[src/rtl/uart_bus_pkg.sv]
// Shared types and constants for the UART-to-bus bridge: FSM states,
// frame command bytes and the fixed bus access size.
package uart_bus_pkg;

  typedef enum logic [2:0] {
    IDLE,
    ADDR,
    DATA,
    WRITE,
    RDWAIT,
    SEND,
    ACK
  } state_t;

  typedef enum logic [1:0] {
    SND_IDLE,
    SND_PEND,
    SND_RISE,
    SND_FALL
  } snd_state_t;

  localparam logic [7:0] CMD_WRITE   = 8'h57;
  localparam logic [7:0] CMD_READ    = 8'h52;
  localparam logic [7:0] ACK_BYTE    = 8'h06;
  localparam logic [2:0] FUNCT3_WORD = 3'b010;

  function automatic logic is_command(input logic [7:0] b);
    return (b == CMD_WRITE) || (b == CMD_READ);
  endfunction

endpackage

[src/rtl/uart_bus_master_if.sv]
// UART byte stream plus data-bus signals of the bridge; master = bridge side,
// slave = UART/bus environment side.
interface uart_bus_master_if;
  logic [7:0]  rx_data;
  logic        rx_valid;
  logic        tx_busy;
  logic [7:0]  tx_data;
  logic        tx_start;
  logic        bus_req;
  logic [31:0] bus_addr;
  logic [31:0] bus_wdata;
  logic [2:0]  bus_funct3;
  logic        bus_write;
  logic [31:0] bus_rdata;

  modport master (
    input  rx_data, rx_valid, tx_busy, bus_rdata,
    output tx_data, tx_start, bus_req, bus_addr, bus_wdata, bus_funct3, bus_write
  );

  modport slave (
    output rx_data, rx_valid, tx_busy, bus_rdata,
    input  tx_data, tx_start, bus_req, bus_addr, bus_wdata, bus_funct3, bus_write
  );
endinterface

[src/rtl/uart_byte_sender.sv]
// Issues one tx_start per accepted byte, only while tx_busy is low, and reports
// done once the transmitter has gone busy and returned idle.
module uart_byte_sender
  import uart_bus_pkg::*;
(
  input  logic       clk,
  input  logic       rst,
  input  logic       start,
  input  logic [7:0] byte_in,
  input  logic       tx_busy,
  output logic       tx_start,
  output logic [7:0] tx_data,
  output logic       done
);

  snd_state_t state_reg, state_next;
  logic [7:0] data_reg;
  logic       accept;

  // done only depends on state and tx_busy, so a caller may chain the next start off it
  assign done     = (state_reg == SND_FALL) && !tx_busy;
  assign tx_start = (state_reg == SND_PEND) && !tx_busy;
  assign tx_data  = data_reg;

  always_ff @(posedge clk or posedge rst) begin
    if (rst) state_reg <= SND_IDLE;
    else     state_reg <= state_next;
  end

  always_comb begin
    state_next = state_reg;
    accept     = 1'b0;
    case (state_reg)
      SND_IDLE: if (start) begin
        accept     = 1'b1;
        state_next = SND_PEND;
      end
      SND_PEND: if (!tx_busy) state_next = SND_RISE;
      SND_RISE: if (tx_busy)  state_next = SND_FALL;
      SND_FALL: if (!tx_busy) begin
        if (start) begin
          accept     = 1'b1;
          state_next = SND_PEND;
        end else begin
          state_next = SND_IDLE;
        end
      end
      default:  state_next = SND_IDLE;
    endcase
  end

  always_ff @(posedge clk or posedge rst) begin
    if (rst)         data_reg <= '0;
    else if (accept) data_reg <= byte_in;
  end

endmodule

[src/rtl/uart_bus_master.sv]
// UART-driven bus master: 'W'/'R' frames become word writes/reads on the data bus.
// Optional macro UART_BUS_MASTER_ECHO_ACK_EN echoes 0x06 after every write.
module uart_bus_master
  import uart_bus_pkg::*;
#(
  parameter int TIMEOUT_CYCLES = 1000000,
  parameter int RD_WAIT        = 2
) (
  input  logic                clk,
  input  logic                rst,
  uart_bus_master_if.master   io
);

  localparam int TO_W = $clog2(TIMEOUT_CYCLES + 1);
  localparam int RD_W = $clog2(RD_WAIT + 1);
  localparam logic [TO_W-1:0] TO_LAST = TO_W'(TIMEOUT_CYCLES - 1);
  localparam logic [RD_W-1:0] RD_LAST = RD_W'(RD_WAIT - 1);

  state_t          state_reg, state_next;
  logic            cmd_write_reg;
  logic [1:0]      byte_cnt_reg;
  logic [TO_W-1:0] to_cnt_reg;
  logic [RD_W-1:0] wait_cnt_reg;
  logic [31:0]     addr_reg;
  logic [31:0]     wdata_reg;
  logic [31:0]     rdata_reg;

  logic            send_start;
  logic [7:0]      send_byte;
  logic            send_done;
  logic            snd_tx_start;
  logic [7:0]      snd_tx_data;
  logic [1:0]      byte_sel;
  logic            timed_out;

  assign byte_sel  = byte_cnt_reg + 2'd1;
  assign timed_out = !io.rx_valid && (to_cnt_reg == TO_LAST);

  always_ff @(posedge clk or posedge rst) begin
    if (rst) state_reg <= IDLE;
    else     state_reg <= state_next;
  end

  always_comb begin
    state_next = state_reg;
    send_start = 1'b0;
    send_byte  = rdata_reg[7:0];
    case (state_reg)
      IDLE:   if (io.rx_valid && is_command(io.rx_data)) state_next = ADDR;
      ADDR: begin
        if (io.rx_valid && byte_cnt_reg == 2'd3) state_next = cmd_write_reg ? DATA : RDWAIT;
        else if (timed_out)                      state_next = IDLE;
      end
      DATA: begin
        if (io.rx_valid && byte_cnt_reg == 2'd3) state_next = WRITE;
        else if (timed_out)                      state_next = IDLE;
      end
`ifdef UART_BUS_MASTER_ECHO_ACK_EN
      WRITE: begin
        send_start = 1'b1;
        send_byte  = ACK_BYTE;
        state_next = ACK;
      end
      ACK:    if (send_done) state_next = IDLE;
`else
      WRITE:  state_next = IDLE;
`endif
      RDWAIT: if (wait_cnt_reg == RD_LAST) begin
        // first byte goes straight from the bus; the rest come from rdata_reg
        send_start = 1'b1;
        send_byte  = io.bus_rdata[7:0];
        state_next = SEND;
      end
      SEND:   if (send_done) begin
        if (byte_cnt_reg == 2'd3) begin
          state_next = IDLE;
        end else begin
          send_start = 1'b1;
          send_byte  = rdata_reg[{byte_sel, 3'b000} +: 8];
        end
      end
      default: state_next = IDLE;
    endcase
  end

  always_ff @(posedge clk or posedge rst) begin
    if (rst) begin
      cmd_write_reg <= 1'b0;
      byte_cnt_reg  <= '0;
      to_cnt_reg    <= '0;
      wait_cnt_reg  <= '0;
      addr_reg      <= '0;
      wdata_reg     <= '0;
      rdata_reg     <= '0;
    end else begin
      if (io.rx_valid || !(state_reg == ADDR || state_reg == DATA)) to_cnt_reg <= '0;
      else                                                          to_cnt_reg <= to_cnt_reg + 1'b1;

      if (state_reg == RDWAIT) wait_cnt_reg <= wait_cnt_reg + 1'b1;
      else                     wait_cnt_reg <= '0;

      if (state_reg == RDWAIT && wait_cnt_reg == RD_LAST) rdata_reg <= io.bus_rdata;

      case (state_reg)
        IDLE: if (io.rx_valid && is_command(io.rx_data)) begin
          cmd_write_reg <= (io.rx_data == CMD_WRITE);
          byte_cnt_reg  <= '0;
        end
        ADDR: if (io.rx_valid) begin
          addr_reg[{byte_cnt_reg, 3'b000} +: 8] <= io.rx_data;
          byte_cnt_reg <= byte_cnt_reg + 2'd1;
        end
        DATA: if (io.rx_valid) begin
          wdata_reg[{byte_cnt_reg, 3'b000} +: 8] <= io.rx_data;
          byte_cnt_reg <= byte_cnt_reg + 2'd1;
        end
        SEND: if (send_done) byte_cnt_reg <= byte_cnt_reg + 2'd1;
        default: ;
      endcase
    end
  end

  uart_byte_sender u_sender (
    .clk      (clk),
    .rst      (rst),
    .start    (send_start),
    .byte_in  (send_byte),
    .tx_busy  (io.tx_busy),
    .tx_start (snd_tx_start),
    .tx_data  (snd_tx_data),
    .done     (send_done)
  );

  assign io.tx_start   = snd_tx_start;
  assign io.tx_data    = snd_tx_data;
  assign io.bus_req    = (state_reg == WRITE) || (state_reg == RDWAIT);
  assign io.bus_write  = (state_reg == WRITE);
  assign io.bus_addr   = addr_reg;
  assign io.bus_wdata  = wdata_reg;
  assign io.bus_funct3 = FUNCT3_WORD;

endmodule

[src/flat_wrapper.sv]
// flat-port wrapper written by rule: the top's interface ports become plain ports
module uart_bus_master_flat import uart_bus_pkg::*;
#(
  parameter int TIMEOUT_CYCLES = 1000000,
  parameter int RD_WAIT        = 2
)
  (clk, rst, io_rx_data, io_rx_valid, io_tx_busy, io_bus_rdata, io_tx_data, io_tx_start, io_bus_req, io_bus_addr, io_bus_wdata, io_bus_funct3, io_bus_write);
  uart_bus_master_if io_i ();
  input  logic clk;
  input  logic rst;
  input wire logic [$bits(io_i.rx_data)-1:0] io_rx_data;
  input wire logic [$bits(io_i.rx_valid)-1:0] io_rx_valid;
  input wire logic [$bits(io_i.tx_busy)-1:0] io_tx_busy;
  input wire logic [$bits(io_i.bus_rdata)-1:0] io_bus_rdata;
  output wire logic [$bits(io_i.tx_data)-1:0] io_tx_data;
  output wire logic [$bits(io_i.tx_start)-1:0] io_tx_start;
  output wire logic [$bits(io_i.bus_req)-1:0] io_bus_req;
  output wire logic [$bits(io_i.bus_addr)-1:0] io_bus_addr;
  output wire logic [$bits(io_i.bus_wdata)-1:0] io_bus_wdata;
  output wire logic [$bits(io_i.bus_funct3)-1:0] io_bus_funct3;
  output wire logic [$bits(io_i.bus_write)-1:0] io_bus_write;
  assign io_i.rx_data = io_rx_data;
  assign io_i.rx_valid = io_rx_valid;
  assign io_i.tx_busy = io_tx_busy;
  assign io_i.bus_rdata = io_bus_rdata;
  assign io_tx_data = io_i.tx_data;
  assign io_tx_start = io_i.tx_start;
  assign io_bus_req = io_i.bus_req;
  assign io_bus_addr = io_i.bus_addr;
  assign io_bus_wdata = io_i.bus_wdata;
  assign io_bus_funct3 = io_i.bus_funct3;
  assign io_bus_write = io_i.bus_write;
  uart_bus_master #(.TIMEOUT_CYCLES(TIMEOUT_CYCLES), .RD_WAIT(RD_WAIT)) u_core (.clk(clk), .rst(rst), .io(io_i));
endmodule
[config.mk]
export PLATFORM = sky130hd
export DESIGN_NAME = uart_bus_master_flat
export DESIGN_NICKNAME = d
export VERILOG_FILES = /design/src/rtl/uart_bus_pkg.sv /design/src/rtl/uart_bus_master_if.sv /design/src/rtl/uart_byte_sender.sv /design/src/rtl/uart_bus_master.sv /design/src/flat_wrapper.sv
export SDC_FILE = /design/constraint.sdc
export NUM_CORES = 1
export LEC_CHECK = 0
export BUFFER_PORTS_ARGS = -buffer_cell sky130_fd_sc_hd__buf_2
export CORE_UTILIZATION = 50
export CTS_BUF_LIST = sky130_fd_sc_hd__clkbuf_4 sky130_fd_sc_hd__clkbuf_8
export CTS_CLUSTER_SIZE = 40
export DETAILED_ROUTE_END_ITERATION = 8
export PLACE_DENSITY = 0.73
export RECOVER_POWER = 25
export SKIP_LAST_GASP = 1
export SLEW_MARGIN = 10
export SYNTH_ARGS = -nofsm -noshare
export SYNTH_HDL_FRONTEND = slang
export SYNTH_SLANG_ARGS = --single-unit
[constraint.sdc]
create_clock -name clk -period 5.25 [get_ports clk]
set_clock_uncertainty 0.2 [all_clocks]
set_input_delay 0.2625 -clock clk [delete_from_list [all_inputs] [get_ports clk]]
set_output_delay 0.2625 -clock clk [all_outputs]
set_load 0.03 [all_outputs]
## After elaboration in Yosys (flattened, before gate mapping)

Index checks and enable logic that the tools add are counted.

| cells by class | value |
|---|---|
| $add $sub $neg | 4 |
| $mul | 0 |
| divide/modulo/power cells | 0 |
| $lt $le $gt $ge | 0 |
| equality and inequality tests | 22 |
| shifts and indexed selects | 3 |
| muxes and demuxes | 34 |
| bitwise gates (word level) | 0 |
| reduce and logical (&&, ||, !) cells | 23 |

Operator list:

| operator | count |
|---|---|
| bitwise mux 32 bit | 2 |
| variable shift 8 x 7 -> 32 bit, first input constant | 1 |
| variable part select 32 x 6 -> 8 bit | 1 |
| variable part select 8 x 7 -> 32 bit | 1 |
| two-way mux 3 bit | 8 |
| two-way mux 8 bit | 3 |
| adder 20 x 1 -> 20 bit, second input constant | 1 |
| equality test 20 bit, second input constant | 1 |
| two-way mux 20 bit | 1 |
| equality test 8 x 7 -> 1 bit, second input constant | 2 |
| two-way mux 2 bit | 8 |
| one-hot mux 8 bit (2 select lines) | 1 |
| one-hot mux 3 bit (5 select lines) | 1 |
| inequality test 2 x 1 -> 1 bit, second input constant | 6 |
| AND reduction 4 bit | 3 |
| one-hot mux 2 bit (4 select lines) | 1 |
| negator 5 -> 7 bit | 1 |
| equality test 2 bit, second input constant | 3 |
| equality test 3 x 2 -> 1 bit, second input constant | 2 |
| equality test 3 bit, second input constant | 2 |
| logical AND 1 bit | 6 |
| two-way mux 1 bit | 6 |
| inequality test 2 bit, second input constant | 3 |
| one-hot mux 2 bit (3 select lines) | 1 |
| other kinds (11) | 21 |

| storage, ports and cells | value |
|---|---|
| bits in registers | 134 |
| latch bits | 0 |
| RAM bits | 0 |
| memory bits (read-only) | 0 |
| input port bits | 44 |
| output and inout bits | 78 |
| logic and storage cells | 96 |
| memories kept | 0 |

## Logic depth before layout (Yosys ltp)

Gate-level depths: netlist (run 1).

| depth | value |
|---|---|
| depth after elaboration | 7 |
| gate-level depth with buffers | 8 |
| gate-level depth less buffers | 6 |

## Modules after synthesis

A second synthesis (run 1) with hierarchy kept.

| second synthesis, totals | value |
|---|---|
| cell total of the unflattened synthesis | 570 |
| area, all modules | 6257.3 um^2 |

By module, submodules not included:

| module | times used | cells an instance | area an instance (um^2) |
|---|---|---|---|
| uart_bus_master | 1 | 532 | 5721.7 |
| uart_byte_sender | 1 | 38 | 535.5 |

## Worst setup path after synthesis (run 1)

OpenSTA, ideal clock, no wires.

| timing path | value |
|---|---|
| path type | reg2reg |
| from | register u_core.byte_cnt_reg[0] |
| to | register u_core.u_sender.data_reg[0] (netlist: u_core.u_sender.tx_data[0]) |
| arrival time | 2.056 ns |
| slack | 2.870 ns |
| cell stages (with the launch flop) | 7 |
| clock period less this slack | 2.380 ns |
| path through | dfrtp_1 -> inv_1 -> ha_1 -> buf_4 -> mux4_2 -> a22o_1 -> mux2_2 |

| between the ends | value |
|---|---|
| longest elaborated chain between the ends | 7 |
| elaborated cells on any way between the ends | 12 |
| those cells by class | add/sub: 1; eq/ne: 1; shift: 1; mux: 9 |

Ends and longest elaborated chain:

| what | line | text |
|---|---|---|
| start: declaration | uart_bus_master.sv:21 | `logic [1:0] byte_cnt_reg;` |
| start signal: assignment | uart_bus_master.sv:111 | `byte_cnt_reg <= byte_cnt_reg + 2'd1;` |
| start signal: assignment | uart_bus_master.sv:115 | `byte_cnt_reg <= byte_cnt_reg + 2'd1;` |
| start signal: assignment | uart_bus_master.sv:117 | `SEND: if (send_done) byte_cnt_reg <= byte_cnt_reg + 2'd1;` |
| branches (longest 7 deep; another with adder 2 x 1 -> 2 bit) | - |  |
| end signal: assignment | uart_byte_sender.sv:54 | `else if (accept) data_reg <= byte_in;` |
| end: declaration | uart_byte_sender.sv:17 | `logic [7:0] data_reg;` |

Several ways; the timed one is not identified.
A chain may end at the register's enable or synchronous reset.

==> metrics, run 1 <==
Clock Sinks=134; combinational share of power=37.0%; IO Pins=122; IR drop worst, VDD=0.0002616 V; full die area=13080 um2; Synth area leaders=dfrtp_1 53%, mux2_2 15%, nand2_1 5.2%; failing checks=capacitance limit, slew limit; Mapped Area=6311 um2; GP Congestion=0.8499; first-pass GRT wire length=23.56 mm; GRT Residual Overflow=0; initial antenna violation count=0; core area=12160 um2; Worst setup EP type=async pin; Ys Warns=0; Top delay family on crit path=buffers and inverters; clock latency on the worst-skew pair=0.44 ns; final hold vios=0; routed len/inst=16.79 um; Initial Utilization=51.89%; endpoints failing setup=0; share of post-route cells with drive strength above 1=33.19%; max_slew headroom=-109.2%; leak pwr=3.842 nW; count leader, synth=dfrtp_1; max_cap viols=1; Die Y=114.4 um; Seq pwr share=39.9%; f_max=299.8 MHz; clk slew on worst S/H paths=0.07 ns; CP Launch Type=primary input; Clock Power Share=23.1%; first-pass detailed-route iteration total=5; multi-input logic area=2836 um2; DP Wirelength=9.869 mm; Area growth syn-to-layout=23.28%; top_reg_cell synth=dfrtp_1; diode count=0; CTS tree=built; CP Max Fanout=71; Syn Inst Count=541; critical path's largest stage delay=1.74 ns; Power Dens Cells=482.1 nW/um2; internal power=2.360 mW; Cell Rows=40; final wirelength=14.71 mm; Vias/cell=5.332; register area share after synthesis=53.13%; worst min-delay path category=in2reg; NetSw=1.391 mW; Slew @ Worst Pin=3.120 ns; status=finished, violations left; crit path buf inv count=4; min Tclk post-route=3.336 ns; Root Driver=clkbuf_8; switching share of power=37.09%; Fillers=961; CTS max path bufs=2; # port buffers=118; Num CTS Buffers=17; commonest cells in the synthesized netlist=134 x dfrtp_1, 87 x nand2_1, 82 x mux2_2; DR vias=4671; Post-synth EDFFs=0; CP required=5.52 ns; storage element area=3353 um2; library cells used by synthesis=56; fin crit share=63.54%; crit-path cells=dlygate4sd3_1 -> buf_2 -> clkinvlp_2 -> buf_4; Yosys top cell area share=53.13%; post-synthesis cell type with the largest combined area=dfrtp_1; H-Tree Depth=4; pin count of the biggest net entering global routing=72; die extent in x=114.4 um; TNS Setup=0 ns; GRT Util Overall=23.96%; vias in the first global route=4755; ANT nets after route=0; Min Hold Slack=0.08059 ns; crit path DAT=3.61 ns; Remaining DRCs=0; max-slew violations=72; async set-or-reset flop fraction in the synthesized netlist=100.0%; crit path kind=in2async; syn avg cell area=11.67 um2; final net count=753; RSZ-0062 raised after global routing=no; initial drt markers=301; Slowest cell on crit path=clkinvlp_2; synthesis-stage register bit count=134
-- metrics by stage --
step	util (%)	std cells	setup WS [ns]	instance area (um2)	power [mW]
detailed placement	57.95	810	2.015	7048	2.894
CTS	64.18	876	1.952	7805	3.785
floorplan	-	542	1.205	6315	2.528
global route	63.97	876	1.316	7780	3.958
global placement	57.95	810	2.076	7048	2.827
finish	63.97	876	1.914	7780	3.751
-- layout make-up --
| cell class | count | share of cell area, % |
|---|---|---|
| multi-input combinational | 376 | 36.46 |
| inverter | 12 | 0.5950 |
| clock buffer | 23 | 3.988 |
| tap | 168 | 2.702 |
| timing repair buffer | 155 | 11.92 |
| clock inverter | 8 | 1.238 |
| sequential | 134 | 43.10 |
-- layout by cell type (no fill, tap or decap), types with 4 or more instances in the layout --
cell	netlist	routed
nor4_1	4	4
a21oi_1	6	6
mux2_2	82	82
a22o_1	8	8
nand2_2	4	4
and2_1	34	34
dfrtp_1	134	134
nor3_1	7	6
inv_1	12	11
xnor2_1	11	11
clkbuf_8	0	22
nor2_1	23	23
mux4_2	8	8
clkbuf_1	8	23
clkinv_2	0	4
ha_1	13	13
nand3_1	15	15
and3_1	6	6
or3_1	7	7
buf_2	8	95
o21ai_0	6	6
nor2b_1	4	4
dlygate4sd3_1	0	35
nand2_1	87	87
mux2i_1	4	4
-- kinds of logic (layout without fill, tap and decap cells) --
kind of cell / Yosys count / after routing / share of synthesized area [%]
compound gates: 37 / 37 / 4.362
xor+xnor: 14 / 14 / 1.943
fa+ha+maj: 13 / 13 / 2.577
buf+inv: 32 / 198 / 2.300
flops: 134 / 134 / 53.13
mux: 94 / 94 / 18.12
other cells: 2 / 3 / 0.1190
simple gates: 215 / 215 / 17.45
-- worst paths after layout --
path	start	to	slack, ns	cells past startpoint
max	rst	u_core.to_cnt_reg[15]	1.91	4
min	io_rx_data[7]	u_core.io.bus_addr[7]	0.08	3
max reg2reg	u_core.byte_cnt_reg[0]	u_core.io.bus_addr[19]	2.00	5
min reg2reg	u_core.wait_cnt_reg[0]	u_core.wait_cnt_reg[0]	0.23	1
max in group clk	u_core.byte_cnt_reg[0]	u_core.io.bus_addr[19]	2.00	5
min in group asynchronous	rst	u_core.io.bus_addr[6]	1.07	3
-- layer usage --
metal	vias up	GRT usage (%)	wire length, um
li1	2170	-	-
met3	25	6.353	722
met5	-	0	0
met2	134	39.64	7397
met1	2342	29.77	6252
met4	0	10.22	334
-- what timing repair did --
item	CTS	global route
hold buffers	35	0
setup endpoints to repair	0	0
endpoints found under the hold margin	109	0
buffers inserted	0	0
resized for setup	0	0
-- worst reg2reg max path: cells and delay by family, from the launching register on --
family | cells | cell delay (ns)
AND/OR/NAND/NOR | 2 | 1.07
adder cells (fa/ha/maj) | 1 | 0.78
flip-flops | 1 | 0.75
buffers and inverters | 1 | 0.22
multiplexers | 1 | 0.18
-- power groups by stage --
stage	sequential [mW]	clock (mW)	combinational, mW
final	1.50	0.865	1.39
after global routing	1.53	0.920	1.51
after CTS	1.49	0.879	1.41
after detailed placement	1.51	0	1.38
after global placement	1.49	0	1.33
after floorplan	1.68	0	0.843
No activity file was read; power rests on OpenSTA's default activity.
==> run 2, diff against run 1 <==
==> constraint.sdc (replaced) <==
create_clock -name clk -period 3.49 [get_ports clk]
set_clock_uncertainty 0.2 [all_clocks]
set_input_delay 0.1745 -clock clk [delete_from_list [all_inputs] [get_ports clk]]
set_output_delay 0.1745 -clock clk [all_outputs]
set_load 0.03 [all_outputs]
==> metrics, run 2 (synthesized netlist as in run 1, its figures left out) <==
metal3 WL=600 um; Clock Power Share=25.0%; CTS tree=built; WL met2=7.632 mm; Initial Utilization=51.89%; worst r2r src=u_core.byte_cnt_reg[1]; combinational share of power=36.5%; die extent in x=114.4 um; internal power=3.653 mW; WHS Path Cells=4; Resized Gates After CTS=0; fin crit share=75.25%; f_max=380.8 MHz; crit path kind=reg2reg; hold path startpoint=io_tx_busy; CP Max Fanout=13; CP Launch Type=flip-flop; # port buffers=118; CP required=3.62 ns; most frequent cells in the layout=134 x dfrtp_1, 87 x nand2_1, 82 x mux2_2; Max Used Layer=met4; r2r worst-path depth=5; Root Driver=clkbuf_8; max_cap viols=0; routed len/inst=16.78 um; min Tclk post-route=2.626 ns; status=finished clean; DR vias=4706; Clock Sinks=134; share of post-route cells with drive strength above 1=26.70%; CTS max path bufs=2; first-pass detailed-route iteration total=4; H-Tree Depth=4; leak pwr=3.695 nW; pin count of the biggest net entering global routing=72; first-pass GRT wire length=24.65 mm; IO Pins=122; worst r2r dst=u_core.u_sender.tx_data[2]; Power Dens Cells=738.0 nW/um2; clock latency on the worst-skew pair=0.44 ns; worst min-delay path category=in2reg; NetSw=2.140 mW; Cell Rows=40; GRT Util Overall=24.80%; TNS Setup=0 ns; crit path DAT=2.76 ns; multi-input logic area=2831 um2; final wirelength=14.88 mm; Vias/cell=5.306; initial antenna violation count=0; Slew @ Worst Pin=0.8928 ns; ANT nets after route=0; Die Y=114.4 um; switching share of power=36.94%; final hold vios=0; max-slew violations=0; r2r setup slk=0.86 ns; full die area=13080 um2; Seq pwr share=38.5%; Fillers=994; Num CTS Buffers=17; RSZ-0062 raised after global routing=no; storage element area=3353 um2; hold-critical path endpoint=u_core.state_reg[2]; diode count=0; GP Congestion=0.8118; M1 WL=6.403 mm; GRT Residual Overflow=0; max_slew headroom=40.48%; initial drt markers=249; vias in the first global route=5030; endpoints failing setup=0; Remaining DRCs=0; DP Wirelength=10.02 mm; final net count=763; Area growth syn-to-layout=24.39%; IR drop worst, VDD=0.0003759 V; commonest non-fill, non-tap cell in the layout=dfrtp_1; Worst setup EP type=flip-flop; core area=12160 um2; clk slew on worst S/H paths=0.07 ns; Min Hold Slack=0.02791 ns
==> run 2: changes by cell type in the layout (fill, tap and decap cells not counted), sizes merged <==
cell,previous run,this run
inv,11,12
clkinv,5,4
clkinvlp,2,3
buf,97,54
clkbuf,46,92
dlygate4sd3,35,40
bufinv,2,4
==> run 2: layer usage <==
layer  vias up  GRT usage [%]
met3        22          7.729
met5         -              0
li1       2202              -
met1      2354          31.27
met4         0          8.139
met2       128          40.73
==> run 2: how the worst max path moves through the flow <==
stage | start | endpoint
floorplan | u_core.byte_cnt_reg[0] | u_core.u_sender.tx_data[0]
global placement | u_core.byte_cnt_reg[1] | u_core.io.bus_wdata[10]
detailed placement | u_core.byte_cnt_reg[1] | u_core.io.bus_wdata[12]
CTS | u_core.byte_cnt_reg[1] | u_core.io.bus_addr[14]
global route | u_core.byte_cnt_reg[1] | u_core.io.bus_wdata[12]
finish | u_core.byte_cnt_reg[1] | u_core.u_sender.tx_data[2]
==> run 2: what timing repair did <==
item | CTS | global route
hold buffers | 40 | 0
endpoints found under the hold margin | 91 | 0
buffers inserted | 0 | 0
==> run 2: power groups by stage <==
| stage | clock network [mW] | registers (mW) | logic (mW) |
|---|---|---|---|
| 3_3_place_gp | 0 | 2.22 | 2.05 |
| 3_5_place_dp | 0 | 2.24 | 2.14 |
| 6_report | 1.45 | 2.23 | 2.12 |
| 2_1_floorplan | 0 | 2.53 | 1.27 |
| 5_1_grt | 1.56 | 2.27 | 2.30 |
| 4_1_cts | 1.47 | 2.22 | 2.19 |
==> run 2: worst max-delay path, stage by stage, from the launching register on <==
cell,delay [ns]
dfrtp_1,0.39
inv_1,0.11
ha_1,0.74
mux4_2,0.59
a22o_1,0.21
mux2_2,0.26
==> run 2: area by class of cell <==
| type | count | share of cell area [%] |
|---|---|---|
| Clock inverter | 11 | 2.184 |
| Sequential cell | 134 | 42.72 |
| Clock buffer | 21 | 3.602 |
| Tap cell | 168 | 2.678 |
| Timing Repair Buffer | 165 | 12.16 |
| Multi-Input combinational cell | 376 | 36.07 |
| Inverter | 12 | 0.5897 |
==> run 2: per-stage QoR <==
| stage | setup slack, ns | cells | cell area [um2] | power, mW | utilization, % |
|---|---|---|---|---|---|
| after floorplan | 1.110 | 542 | 6319 | 3.803 | - |
| after global placement | 0.8839 | 815 | 7087 | 4.272 | 58.27 |
| after detailed placement | 0.8228 | 815 | 7087 | 4.379 | 58.27 |
| after CTS | 0.8239 | 887 | 7941 | 5.876 | 65.30 |
| after global routing | 0.6280 | 887 | 7850 | 6.127 | 64.55 |
| final | 0.8636 | 887 | 7850 | 5.793 | 64.55 |
